==> src/rtl/rc5_key_expander.sv <==
// RC5 key schedule engine: fills the S table from a byte-wide key RAM,
// using external single-port L and S RAMs with registered read data.
module rc5_key_expander #(
  parameter int             W  = 16,
  parameter int             B  = 16,
  parameter int             R  = 12,
  parameter int             C  = B / (W / 8),
  parameter logic [W-1:0]   PW = 16'hb7e1,
  parameter logic [W-1:0]   QW = 16'h9e37
) (
  input  logic                          clk,
  input  logic                          rst,
  input  logic                          iStart,
  output logic                          oBusy,
  output logic                          oDone,
  output logic                          oKeyReady,
  output logic [$clog2(B)-1:0]          oKey_address,
  input  logic [7:0]                    iKey_sub_i,
  output logic [$clog2(C)-1:0]          oL_address,
  output logic [W-1:0]                  oL_data,
  output logic                          oL_wen,
  input  logic [W-1:0]                  iL_data,
  output logic [$clog2(2*R+2)-1:0]      oS_address,
  output logic [W-1:0]                  oS_data,
  output logic                          oS_wen,
  input  logic [W-1:0]                  iS_data
);

  // Derived sizes.
  localparam int U   = W / 8;
  localparam int T   = 2 * R + 2;
  localparam int N   = 3 * ((T > C) ? T : C);
  localparam int KAW = $clog2(B);
  localparam int LAW = $clog2(C);
  localparam int SAW = $clog2(T);
  localparam int CNW = $clog2(N);
  localparam int BCW = $clog2(U + 1);
  localparam int RW  = $clog2(W);

  localparam logic [SAW-1:0] I_LAST   = SAW'(T - 1);
  localparam logic [LAW-1:0] J_LAST   = LAW'(C - 1);
  localparam logic [CNW-1:0] CNT_LAST = CNW'(N - 1);
  localparam logic [BCW-1:0] BYTE_WR  = BCW'(U);

  typedef enum logic [2:0] {
    IDLE,
    INIT_S,
    LOAD_L,
    MIX_RD,
    MIX_S,
    MIX_L,
    DONE
  } state_e;

  // Rotate left by s bits; the doubled word makes s == 0 fall out naturally.
  function automatic logic [W-1:0] rotl(input logic [W-1:0] x, input logic [RW-1:0] s);
    logic [2*W-1:0] t;
    t = {x, x} << s;
    return t[2*W-1:W];
  endfunction

  state_e           state_q, state_d;
  logic [SAW-1:0]   i_q, i_d;          // S index (also the INIT_S write counter)
  logic [LAW-1:0]   j_q, j_d;          // L index (also the LOAD_L word counter)
  logic [BCW-1:0]   byte_q, byte_d;    // byte phase within one L word load
  logic [CNW-1:0]   cnt_q, cnt_d;      // mixing iteration counter
  logic [W-1:0]     a_q, a_d;
  logic [W-1:0]     b_q, b_d;
  logic [W-1:0]     s_val_q, s_val_d;  // running P + k*Q during INIT_S
  logic [W-9:0]     acc_q, acc_d;      // lower key bytes of the word being assembled
  logic             key_ready_q, key_ready_d;

  logic [W-1:0]     ab_sum;
  logic [W-1:0]     a_new;
  logic [W-1:0]     b_new;
  logic [W-1:0]     l_word;
  logic [KAW-1:0]   key_addr;

  // Mixing datapath: A uses the S word read back, B uses the freshly updated A.
  assign ab_sum   = a_q + b_q;
  assign a_new    = rotl(iS_data + ab_sum, RW'(3));
  assign b_new    = rotl(iL_data + ab_sum, ab_sum[RW-1:0]);
  // Newest byte lands on top, so after U shifts byte 0 sits in bits [7:0].
  assign l_word   = {iKey_sub_i, acc_q};
  assign key_addr = KAW'(32'(j_q) * U + 32'(byte_q));

  assign oBusy     = (state_q != IDLE);
  assign oKeyReady = key_ready_q;

  // State and datapath registers; reset clears everything immediately.
  always_ff @(posedge clk or posedge rst) begin
    if (rst) begin
      state_q     <= IDLE;
      i_q         <= '0;
      j_q         <= '0;
      byte_q      <= '0;
      cnt_q       <= '0;
      a_q         <= '0;
      b_q         <= '0;
      s_val_q     <= '0;
      acc_q       <= '0;
      key_ready_q <= 1'b0;
    end else begin
      state_q     <= state_d;
      i_q         <= i_d;
      j_q         <= j_d;
      byte_q      <= byte_d;
      cnt_q       <= cnt_d;
      a_q         <= a_d;
      b_q         <= b_d;
      s_val_q     <= s_val_d;
      acc_q       <= acc_d;
      key_ready_q <= key_ready_d;
    end
  end

  // Next-state logic and RAM port control; outputs idle at zero by default.
  always_comb begin
    state_d      = state_q;
    i_d          = i_q;
    j_d          = j_q;
    byte_d       = byte_q;
    cnt_d        = cnt_q;
    a_d          = a_q;
    b_d          = b_q;
    s_val_d      = s_val_q;
    acc_d        = acc_q;
    key_ready_d  = key_ready_q;
    oDone        = 1'b0;
    oKey_address = '0;
    oL_address   = '0;
    oL_data      = '0;
    oL_wen       = 1'b0;
    oS_address   = '0;
    oS_data      = '0;
    oS_wen       = 1'b0;

    case (state_q)
      IDLE: begin
        if (iStart) begin
          state_d     = INIT_S;
          key_ready_d = 1'b0;
          i_d         = '0;
          s_val_d     = PW;
        end
      end

      INIT_S: begin
        oS_address = i_q;
        oS_data    = s_val_q;
        oS_wen     = 1'b1;
        s_val_d    = s_val_q + QW;
        if (i_q == I_LAST) begin
          i_d     = '0;
          j_d     = '0;
          byte_d  = '0;
          state_d = LOAD_L;
        end else begin
          i_d = i_q + SAW'(1);
        end
      end

      LOAD_L: begin
        if (byte_q == BYTE_WR) begin
          // Last byte arrives this cycle straight from the key RAM.
          oL_address = j_q;
          oL_data    = l_word;
          oL_wen     = 1'b1;
          byte_d     = '0;
          if (j_q == J_LAST) begin
            j_d     = '0;
            i_d     = '0;
            a_d     = '0;
            b_d     = '0;
            cnt_d   = '0;
            state_d = MIX_RD;
          end else begin
            j_d = j_q + LAW'(1);
          end
        end else begin
          // The first shift captures stale data; it is pushed out before the write.
          oKey_address = key_addr;
          acc_d        = l_word[W-1:8];
          byte_d       = byte_q + BCW'(1);
        end
      end

      MIX_RD: begin
        oS_address = i_q;
        oL_address = j_q;
        state_d    = MIX_S;
      end

      MIX_S: begin
        // L address held so its read data is valid in MIX_L.
        oS_address = i_q;
        oS_data    = a_new;
        oS_wen     = 1'b1;
        oL_address = j_q;
        a_d        = a_new;
        state_d    = MIX_L;
      end

      MIX_L: begin
        oL_address = j_q;
        oL_data    = b_new;
        oL_wen     = 1'b1;
        b_d        = b_new;
        i_d        = (i_q == I_LAST) ? '0 : i_q + SAW'(1);
        j_d        = (j_q == J_LAST) ? '0 : j_q + LAW'(1);
        if (cnt_q == CNT_LAST) begin
          cnt_d   = '0;
          state_d = DONE;
        end else begin
          cnt_d   = cnt_q + CNW'(1);
          state_d = MIX_RD;
        end
      end

      DONE: begin
        oDone       = 1'b1;
        key_ready_d = 1'b1;
        state_d     = IDLE;
      end

      default: begin
        state_d = IDLE;
      end
    endcase
  end

endmodule
==> config.mk <==
export PLATFORM = sky130hd
export DESIGN_NAME = rc5_key_expander
export DESIGN_NICKNAME = d
export VERILOG_FILES = /design/src/rtl/rc5_key_expander.sv
export SDC_FILE = /design/constraint.sdc
export NUM_CORES = 1
export LEC_CHECK = 0
export BUFFER_PORTS_ARGS = -buffer_cell sky130_fd_sc_hd__buf_2
export CAP_MARGIN = 20
export CORE_UTILIZATION = 60
export DETAILED_ROUTE_END_ITERATION = 8
export GPL_ROUTABILITY_DRIVEN = 0
export PLACE_DENSITY = 0.92
export SLEW_MARGIN = 20
export SYNTH_ARGS = -nofsm -noshare
export SYNTH_HDL_FRONTEND = slang
export SYNTH_SLANG_ARGS = --single-unit
==> constraint.sdc <==
create_clock -name clk -period 8 [get_ports clk]
set_clock_uncertainty 0.15 [all_clocks]
set_input_delay 1.6 -clock clk [delete_from_list [all_inputs] [get_ports clk]]
set_output_delay 1.6 -clock clk [all_outputs]
set_load 0.01 [all_outputs]
; ---- After elaboration in Yosys (flattened, before gate mapping)
; Index checks and enable logic that the tools add are counted.
[word_totals]
regBits = 77
in_bits = 43
output_inout_bits = 49
elab_cells = 99
[classes]
n_addsub = 9
eq_ne = 14
shift = 1
n_mux = 42
n_bitwise = 1
reduce_logical = 22
[ops]
columns = op, count
row1 = $pmux W16 S2, 5
row2 = $mux W16, 4
row3 = $add A16 B16 Y16, 3
row4 = $shl A32 B4 Y32, 1
row5 = $mux W3, 9
row6 = $mux W5, 5
row7 = $mux W7, 3
row8 = $pmux W3 S6, 1
row9 = $add A16 B16 Y16 const B, 1
row10 = $pmux W5 S3, 1
row11 = $pmux W7 S2, 1
row12 = $eq A3 B3 Y1 const B, 4
row13 = $reduce_bool A2 Y1, 5
row14 = $pmux W3 S3, 1
row15 = $reduce_and A3 Y1, 3
row16 = $reduce_bool A3 Y1, 3
row17 = $mux W4, 2
row18 = $ne A2 B2 Y1 const B, 4
row19 = $reduce_and A2 Y1, 4
row20 = $reduce_and A4 Y1, 2
row21 = $add A7 B1 Y7 const B, 1
row22 = $eq A7 B7 Y1 const B, 1
row23 = $eq A3 B2 Y1 const B, 2
row24 = $pmux W3 S2, 1
row25 = other kinds (15), 22

; ---- Logic depth before layout (Yosys ltp)
[logic_depth]
depth_word = 4
ltp_mapped = 23
depth_no_buf = 22

; ---- Worst setup path before layout
; OpenSTA, ideal clock, no wires.
[synth_timing]
kind = register -> output
from = reg a_q[1]
to = out oL_data[5]
arrival_ns = 4.403
t_required_ns = 6.250
slack_ns = 1.847
path_stages_with_launch = 16
n_path_buf = 1
path_cell_list = dfrtp_1 -> ha_1 -> a21o_1 -> a21oi_1 -> xor2_1 -> clkinv_1 -> clkbuf_1 -> ha_1 -> o21ai_0 -> a221oi_2 -> nor4_1 -> or4_4 -> mux4_2 -> mux2_2 -> nand2_1 -> nand3_1
[synth_between]
elab_chain_cells = 4
[synth_lines]
columns = item, line_no
row1 = start: declaration, 67  ; logic [W-1:0] a_q, a_d;
row2 = start signal: assignment, 98  ; a_q <= '0;
row3 = start signal: assignment, 109  ; a_q <= a_d;
row4 = $add A16 B16 Y16 *, 80  ; assign ab_sum = a_q + b_q;
row5 = $add A16 B16 Y16, 82  ; assign b_new = rotl(iL_data + ab_sum, ab_sum[RW-1:0]);
row6 = $shl A32 B4 Y32 *, 58  ; t = {x, x} << s;
row7 = $pmux W16 S2 *, 138  ; case (state_q)
row8 = end: declaration, 20  ; output logic [W-1:0] oL_data,
; Mark *: on every way between the ends. The rest lies on a longest branch, timed or not.

; ---- Final worst setup path
[layout_timing]
from = reg b_q[0]
to = out oL_data[6]
[layout_between]
elab_chain_cells = 4
[layout_lines]
columns = item, line_no
row1 = start: declaration, 68  ; logic [W-1:0] b_q, b_d;
row2 = start signal: assignment, 99  ; b_q <= '0;
row3 = start signal: assignment, 110  ; b_q <= b_d;
row4 = $add A16 B16 Y16 *, 80
row5 = $add A16 B16 Y16, 82
row6 = $shl A32 B4 Y32 *, 58
row7 = $pmux W16 S2 *, 138
; Marked as above.

==> metrics.yaml <==
synth-main-ff-cell: "dfrtp_1"
synth-edff-count: 0
power.density_mw_per_mm2: 127
grt_max_degree: 78
clock_latency_reported_for_the_late_side_of_the_worst_skew_pair_ns: 0.34
cts_root_buffer: "clkbuf_16"
num-nets-final: 1037
antenna_cells: 0
clk_transition_reported_paths_ns: 0.06
fillCellCount: 889
num_io_pins: 92
run_status: "completed"
worstSetupStartpointType: "register"
ff_latch_area_mm2: 0.00193
grt_pass1_wl_um: 33400
ant_nets: 0
relative_slew_slack_pct: 29.4
dr.pass1.iters: 7
worst_hold_path_type: "reg -> reg"
ys_async_rst_share_pct: 100
route.detailed.vias_per_inst: 6.61
mostFrequentLayoutCells: "nand2_1, buf_2, o21ai_0, dfrtp_1, ha_1"
critPathRequiredTime_ns: 6.25
timing.fmax_ghz: 0.135
num_rows: 39
hold_viol_final: 0
clock_tree_from_tritoncts: "done"
post_cts_resize_count: 0
path_common_cell: "a21oi_1"
cts_inserted_buffers: 9
setup_viol: 0
most_common_cell_after_layout_fill_and_taps_aside: "nand2_1"
finalCritPeriodShare_pct: 92.8
hpwlAfterDp_um: 14700
antenna_found_initial: 0
rsz0062_at_grt: "false"
crit_type: "reg -> out"
cts-htree-levels: 3
grt_overflow: 0
chipHeight_um: 111
fin_tns_setup_ns: 0
worst_slack_ns: 0.574
multi_input_comb_area_mm2: 0.00489
port_buffers: 91
grt_use_total_pct: 33.8
clk_path_buf_depth: 2
number_of_clock_sinks: 77
via_count_of_the_first_global_routing_pass: 6912
max_cap_viol_count: 0
dieWidth_um: 111
synthesis_stage_register_bit_count: 77
crit_path_max_incr_delay_ns: 0.51
slew_violations: 0
crit_path_arrival_time_ns: 5.68
synth.cell_area_mm2: 0.00707
crit_slowest_cell: "o32ai_1"
synth_seq_area_share_pct: 27.3
floorplan.initialDensity_pct: 61.6
syn_area_per_cell_um2: 8.25
type_of_destination_of_the_critical_path: "primary output"
place_worst_setup_slack_ns: 1.15
wire_per_inst_um: 18.8
worstMarginPinSlew_ns: 1.05
drt_drc_violations_left: 0
vias: 7161
static-leakage-power_nw: 3.72
synth.distinct_cells: 74
finalCriticalPeriod_ns: 7.43
layout-drive-gt1-share_pct: 17.9
placeableCoreArea_mm2: 0.0115
placement.cell_area_mm2: 0.00765
fin_area_mm2: 0.00795
die_outline_area_mm2: 0.0122
vdd.ir_drop.worst_mv: 0.156
wl_um: 20400
path_max_fanout: 7
yosys_warnings: 0
area_growth_syn_to_layout_pct: 12.4
postSynthCellCount: 857
post_cts_buffers: 0
first_iter_violations: 736
path_cells: "ha_1 > inv_1 > fa_1 > nor2b_1 > o21ai_0 > a21boi_0 > o21ai_0 > nand2b_1 > a21oi_1 > o211ai_1 > nand2_1 > xnor2_1 > ha_1 > a21oi_1 > o211ai_1 > a21o_1 > a41o_1 > xor2_1 > mux4_2 > a21oi_1 > o32ai_1 > a21o_1 > buf_2"
postCtsHoldBufs: 0
synthesized_net_count: 958
[stage by stage]
stage | std cells | total power (W) | utilization, % | hold slack (ns)
after CTS | 1083 | 0.00100 | 69.3 | 0.335
after floorplan | 857 | 0.000549 | - | 0.295
after detailed placement | 1068 | 0.000600 | 66.7 | 0.311
final | 1083 | 0.00101 | 69.3 | 0.330
after global routing | 1083 | 0.00104 | 69.3 | 0.360
after global placement | 1068 | 0.000595 | 66.7 | 0.311
[cell type report]
class | count | share of cell area, %
clock buffer | 11 | 3.05
clock inverter | 4 | 0.614
inverter | 37 | 1.75
multi-input combinational | 711 | 61.5
sequential | 77 | 24.2
tap | 143 | 2.25
timing repair buffer | 100 | 6.58
[critical path, delay by kind of cell, from the launching register on]
family	cells	cell delay, ns
AND/OR/NAND/NOR	3	0.37
flip-flops	1	0.36
AO/OA/AOI/OAI	12	2.53
XOR/XNOR	2	0.56
buffers and inverters	2	0.19
adder cells (fa/ha/maj)	3	0.96
multiplexers	1	0.35
[synth_stat cells, types with 4 or more instances]
library cell  number  area [um^2]
a211o_1            4         35.0
a211oi_1          11         82.6
a21boi_0           4         30.0
a21o_1            28          210
a21oi_1           46          230
a22o_1             7         61.3
a311oi_1           6         52.6
a31o_2             4         35.0
a31oi_1           14         87.6
and2_1             5         31.3
and3_1             9         56.3
clkbuf_1          27          101
dfrtp_1           77         1930
ha_1              55          688
inv_1             34          128
mux2_2            17          191
mux2i_1           15          150
mux4_2            10          225
nand2_1          129          484
nand2b_1          14         87.6
nand3_1           23          115
nand4_1            7         43.8
nor2_1            45          169
nor2b_1           10         62.6
nor3_1            25          125
nor3b_1            4         30.0
o2111ai_1          5         43.8
o211ai_1          11         82.6
o21a_1             5         37.5
o21ai_0           77          385
o21ai_1            4         20.0
o31ai_1            6         45.0
or2_2              7         43.8
or3_1             10         62.6
xnor2_1           23          201
xor2_1            14          123
[metal layers]
layer | global-route usage [%] | vias to the layer above | wire length [um]
li1 | - | 3327 | -
met4 | 18.7 | 0 | 894
met1 | 42.4 | 3348 | 8000
met5 | 0 | - | 0
met3 | 6.04 | 68 | 1930
met2 | 55.3 | 418 | 9530
[sequential cells by signal (all words and copies together), names as in the netlist]
signal     flops
cnt_q          7
acc_q          8
s_val_q       16
byte_q         2
j_q            3
a_q           16
i_q            5
oKeyReady      1
b_q           16
state_q        3
[power breakdown]
part	internal [W]	switching [W]	leakage [nW]
clock	0.000248	0.000160	0.145
sequential	0.000392	0.00000150	0.849
combinational	0.0000869	0.000122	2.73
total	0.000727	0.000283	3.72
[cell families (layout without fill, tap and decap cells)]
kind of cell	count (synthesis)	count (layout)	synth area share, %
xor+xnor	38	38	4.81
flops	77	77	27.3
buf+inv	69	152	3.70
compound gates	265	265	24.7
simple gates	308	308	21.0
fa+ha+maj	58	58	10.6
mux	42	42	8.02
[worst paths after layout]
check                                  end      start  depth (start not counted)  slack, ns
worst max-delay path            oL_data[6]     b_q[0]                         23       0.57
worst min-delay path             oKeyReady  oKeyReady                          1       0.33
worst max register to register      b_q[2]     b_q[0]                         22       2.56
worst min register to register   oKeyReady  oKeyReady                          1       0.33
max in group asynchronous           b_q[6]        rst                          3       5.67
min in group asynchronous           i_q[1]        rst                          3       1.41
Power figures use the tool's default switching activity.
